--- config.mk ---
export PLATFORM = sky130hd
export DESIGN_NAME = stepdown_gate_seq
export DESIGN_NICKNAME = d
export VERILOG_FILES = /design/src/rtl/stepdown_gate_seq.sv
export SDC_FILE = /design/constraint.sdc
export NUM_CORES = 1
export LEC_CHECK = 0
export ABC_CLOCK_PERIOD_IN_PS = 3100
export CAP_MARGIN = 30
export CORE_MARGIN = 2
export CORE_UTILIZATION = 50
export DETAILED_ROUTE_END_ITERATION = 7
export GPL_ROUTABILITY_DRIVEN = 0
export MAX_ROUTING_LAYER = met4
export PLACE_DENSITY = 0.78
export SLEW_MARGIN = 20
export SYNTH_ARGS = -nofsm -noshare
export SYNTH_HDL_FRONTEND = slang
export SYNTH_SLANG_ARGS = --single-unit
--- constraint.sdc ---
create_clock -name CELCLK -period 3.1 [get_ports CELCLK]
set_input_delay 0.465 -clock CELCLK [delete_from_list [all_inputs] [get_ports CELCLK]]
set_output_delay 0.465 -clock CELCLK [all_outputs]
set_load 0.05 [all_outputs]
--- src/rtl/stepdown_gate_seq.sv ---
// Non-overlap gate sequencer for the stepdown core: dead-time insertion,
// leading-edge blanking of the overcurrent comparator and fault auto-retry.
module stepdown_gate_seq #(
  parameter int DEAD_W  = 4,
  parameter int BLANK_W = 4,
  parameter int RETRY_W = 8
) (
  input  logic               CELCLK,
  input  logic               CELRSTN,
  input  logic               CELV,
  input  logic               CELG,
  input  logic               SUB,
  input  logic               en,
  input  logic               pwm,
  input  logic               ocp,
  input  logic [DEAD_W-1:0]  dead,
  input  logic [BLANK_W-1:0] blank,
  input  logic [RETRY_W-1:0] retry,
  output logic               hs,
  output logic               ls,
  output logic               fault,
  output logic [2:0]         state,
  output logic [7:0]         fault_cnt
);

  localparam int MAX_DB = (DEAD_W > BLANK_W) ? DEAD_W : BLANK_W;
  localparam int CNT_W  = (MAX_DB > RETRY_W) ? MAX_DB : RETRY_W;

  typedef enum logic [2:0] {
    S_OFF      = 3'd0,
    S_DT_TO_HS = 3'd1,
    S_HS_ON    = 3'd2,
    S_DT_TO_LS = 3'd3,
    S_LS_ON    = 3'd4,
    S_FAULT    = 3'd5
  } state_t;

  state_t           cur;
  state_t           nxt;
  logic [CNT_W-1:0] cnt;
  logic [CNT_W-1:0] len;
  logic [CNT_W-1:0] dead_eff;
  logic [CNT_W-1:0] retry_ext;
  logic [CNT_W:0]   cnt_plus;
  logic [CNT_W:0]   blank_wide;
  logic             dwell_done;
  logic             blank_done;
  logic             unused_supply;

  assign unused_supply = CELV ^ CELG ^ SUB;

  assign dead_eff   = (dead == '0) ? CNT_W'(1) : CNT_W'(dead);
  assign retry_ext  = CNT_W'(retry);
  assign dwell_done = (cnt == (len - CNT_W'(1)));

  // cnt_plus is the number of HS_ON cycles completed at the sampling edge
  assign cnt_plus   = {1'b0, cnt} + (CNT_W + 1)'(1);
  assign blank_wide = {1'b0, CNT_W'(blank)};
  assign blank_done = (cnt_plus >= blank_wide);

  always_comb begin
    nxt = cur;
    if (!en) begin
      nxt = S_OFF;
    end else begin
      case (cur)
        S_OFF:      nxt = S_DT_TO_LS;
        S_DT_TO_HS: if (dwell_done) nxt = S_HS_ON;
        S_DT_TO_LS: if (dwell_done) nxt = S_LS_ON;
        S_HS_ON: begin
          if (blank_done && ocp) nxt = S_FAULT;
          else if (!pwm)         nxt = S_DT_TO_LS;
        end
        S_LS_ON:    if (pwm) nxt = S_DT_TO_HS;
        // a zero retry length latches the fault until en drops
        S_FAULT:    if ((len != '0) && dwell_done) nxt = S_OFF;
        default:    nxt = S_OFF;
      endcase
    end
  end

  always_ff @(posedge CELCLK or negedge CELRSTN) begin
    if (!CELRSTN) begin
      cur <= S_OFF;
    end else begin
      cur <= nxt;
    end
  end

  always_ff @(posedge CELCLK or negedge CELRSTN) begin
    if (!CELRSTN) begin
      cnt       <= '0;
      len       <= '0;
      fault_cnt <= 8'd0;
      hs        <= 1'b0;
      ls        <= 1'b0;
      fault     <= 1'b0;
    end else begin
      if (nxt != cur) begin
        cnt <= '0;
        if ((nxt == S_DT_TO_HS) || (nxt == S_DT_TO_LS)) begin
          len <= dead_eff;
        end else if (nxt == S_FAULT) begin
          len <= retry_ext;
        end
      end else if (cnt != '1) begin
        cnt <= cnt + CNT_W'(1);
      end
      if ((nxt == S_FAULT) && (cur != S_FAULT) && (fault_cnt != 8'hFF)) begin
        fault_cnt <= fault_cnt + 8'd1;
      end
      hs    <= (nxt == S_HS_ON);
      ls    <= (nxt == S_LS_ON);
      fault <= (nxt == S_FAULT);
    end
  end

  assign state = cur;

endmodule

==> flow_summary.yaml <==
outcome:
  outcome: "complete, no violations"
power:
  intPower_uw: 895
  total_power_uw: 1470
  powerDensity_nw_per_um2: 603
  peakVddDrop_v: 0.000317
  p_leak_uw: 0.00105
  switching_share_pct: 39.1
  p_switching_uw: 576
  seqPwrFrac_pct: 38.2
  comb_power_share_pct: 39.9
  p_clk_share_pct: 21.9
final_layout:
  fill_cells: 320
  fin_nets: 278
  postLayoutCoreUtil_pct: 66.1
  area_delta_synth_final_pct: 26.6
  stdcell_area_um2: 2440
  drive_gt1_share_pct: 10.9
  diodes: 0
routing:
  routed_wl_um: 4530
  drcViolationCount: 0
  drt-pass1-iter-count: 4
  viasPerCell: 5.80
  drt-wirelength-per-cell_um: 15.3
  dr_total_vias: 1717
  drtIter0Drc: 137
  drtAntennaViolNets: 0
global_route:
  grt_pass1_vias: 1598
  grt_usage_pct: 23.3
  grt-ovfl-total: 0
  grt_max_degree: 31
  antenna_found_initial: 0
  grt_pass1_wl_um: 7580
timing:
  max_freq_mhz: 350
  holdWs_ns: 0.497
  fin_tns_setup_ns: 0
  finalMaxSlewViolations: 0
  period_needed_ns: 2.85
  period_share_pct: 92.1
  hold_viol_final: 0
  worstMarginPinSlew_ns: 0.653
  slew_headroom_pct: 55.8
  rsz0062_at_grt: "false"
  fin_skew_ns: 0.00410
  setup_viol: 0
clock_tree:
  clk_pin_slew_worst_paths_ns: 0.06
  cts_buffer_depth: 2
  clock_sink_count: 30
  hold_buffers: 0
  cts_resized: 0
  numCtsBuffers: 5
  tritoncts: "built"
  postCtsSetupRepairBufs: 0
  cts-htree-levels: 2
  clk_latency_ns: 0.28
  cts_root_buf: "clkbuf_8"
setup_path:
  crit_path_max_fanout: 9
  critPathArrivalTime_ns: 3.02
  endpoint_kind: "register"
  start_kind: "register"
  crit_type: "register to register"
  critPathRequiredTime_ns: 3.26
run:
  max-cap-violations: 0
logic_synthesis:
  synth_fp_nets: 237
  avgSynthCellArea_um2: 9.35
  ys_types: 53
  yosys_warnings: 0
  async_reset_ff_share_pct: 100
  ys.flop_type: "dfrtp_1"
  yosys.area.top_type: "dfrtp_1"
  yosys.area.top_type_share_pct: 39.0
  syn_inst: 206
  ys_ff_latch: 30
  synth_edf_count: 0
  syn_area_um2: 1930
  synth.area.top_cells: "dfrtp_1 39%, xnor2_1 6.4%, ha_1 4.5%"
  yosysSeqAreaShare_pct: 39.0
die:
  fp.coreArea_um2: 3690
  boundaryPins: 38
  die-width_um: 66.1
  rows: 22
  die_area_um2: 4360
  start_util_pct: 52.2
  die_y_um: 66.1
place:
  placed_area_um2: 2350
  hpwl_um: 3350
  port_buffers: 34
hold_path:
  hold_class: "register to register"
-- per-stage QoR --
| step | setup slack, ns | std cells |
|---|---|---|
| floorplan | 0.303 | 206 |
| detailed placement | 0.0858 | 288 |
| CTS | 0.168 | 296 |
| finish | 0.245 | 296 |
| global placement | 0.114 | 288 |
| global route | 0.00718 | 296 |
-- cells by family (layout without fill, tap and decap cells) --
kind of cell | after synthesis | count (layout) | share of synthesized area, %
and+or+nand+nor | 86 | 86 | 24.8
adders and majority gates | 7 | 7 | 4.55
muxes | 3 | 3 | 1.62
DFF | 30 | 30 | 39.0
AOI/OAI and AO/OA | 43 | 43 | 17.2
xor gates and xnor gates | 21 | 21 | 9.55
buffers and inverters | 16 | 58 | 3.25
-- metal layers --
metal / track usage (%) / wire, um / up-vias
met2: 36.7 / 2150 / 47
met1: 31.8 / 2150 / 833
li1: - / - / 833
met5: - / 0 / -
met4: 4.59 / 27 / 0
met3: 4.09 / 209 / 4
-- critical path, stage by stage, from the launching register on --
cell	delay, ns
dfrtp_1	0.52
nand3_1	0.13
xor2_1	0.18
inv_1	0.07
ha_1	0.26
o21ai_0	0.08
o2111ai_1	0.21
o211ai_1	0.12
buf_4	0.16
nor3b_2	0.31
and3_2	0.34
mux2_2	0.36
-- state kept, by name (all words and copies together), names as in the netlist --
signal / flops
cnt: 8
fault: 1
state: 3
hs: 1
ls: 1
fault_cnt: 8
len: 8
-- path summary, 6_finish.rpt --
path                       slack (ns)    startpoint           end  cells after the start
setup / recovery                 0.25        cnt[2]  fault_cnt[1]                     11
hold / removal                   0.50  fault_cnt[7]  fault_cnt[7]                      1
setup reg to reg                 0.25        cnt[2]  fault_cnt[1]                     11
hold reg to reg                  0.50  fault_cnt[7]  fault_cnt[7]                      1
max in group asynchronous        2.25       CELRSTN        len[6]                      2
min in group asynchronous        0.57       CELRSTN      state[0]                      2
-- Yosys cell counts, types with 2 or more instances --
cell type,count
a21oi_1,7
a31oi_1,5
and3_1,4
and4_1,3
buf_2,2
clkbuf_1,4
dfrtp_1,30
ha_1,7
inv_1,10
mux2i_1,2
nand2_1,16
nand2b_1,3
nand3_1,12
nand4_1,5
nor2_1,17
nor2b_1,3
nor3_1,7
nor3b_1,2
nor4b_1,3
o21ai_0,9
o21ai_1,3
or3_1,2
xnor2_1,14
xor2_1,7
-- layout make-up --
class                   count  area [um^2]  share of cell area (%)
clock inverters             1         5.00                   0.205
clock buffers               7         86.3                    3.54
flip-flops and latches     30          751                    30.8
multi-input cells         160         1110                    45.7
well taps                  48         60.1                    2.46
repair buffers             40          385                    15.8
inverters                  10         37.5                    1.54
-- placed cells by master, fill, tap and decap left out, types with 5 or more instances in the layout --
master,Yosys,final
o21ai_0,9,9
xor2_1,7,7
nor3_1,7,7
clkbuf_8,0,6
nand2_1,16,16
nand4_1,5,5
buf_4,0,6
dfrtp_1,30,30
nor2_1,17,17
clkdlybuf4s50_1,0,34
ha_1,7,7
inv_1,10,10
xnor2_1,14,14
nand3_1,12,12
a21oi_1,7,7
a31oi_1,5,5
-- power groups by stage --
stage / Combinational, uW / Sequential (uW) / Clock [uW]
detailed placement: 582 / 567 / 0
floorplan: 347 / 613 / 0
global placement: 562 / 566 / 0
global route: 638 / 576 / 337
CTS: 586 / 560 / 324
finish: 587 / 562 / 322
No activity file was read; power rests on OpenSTA's default activity.
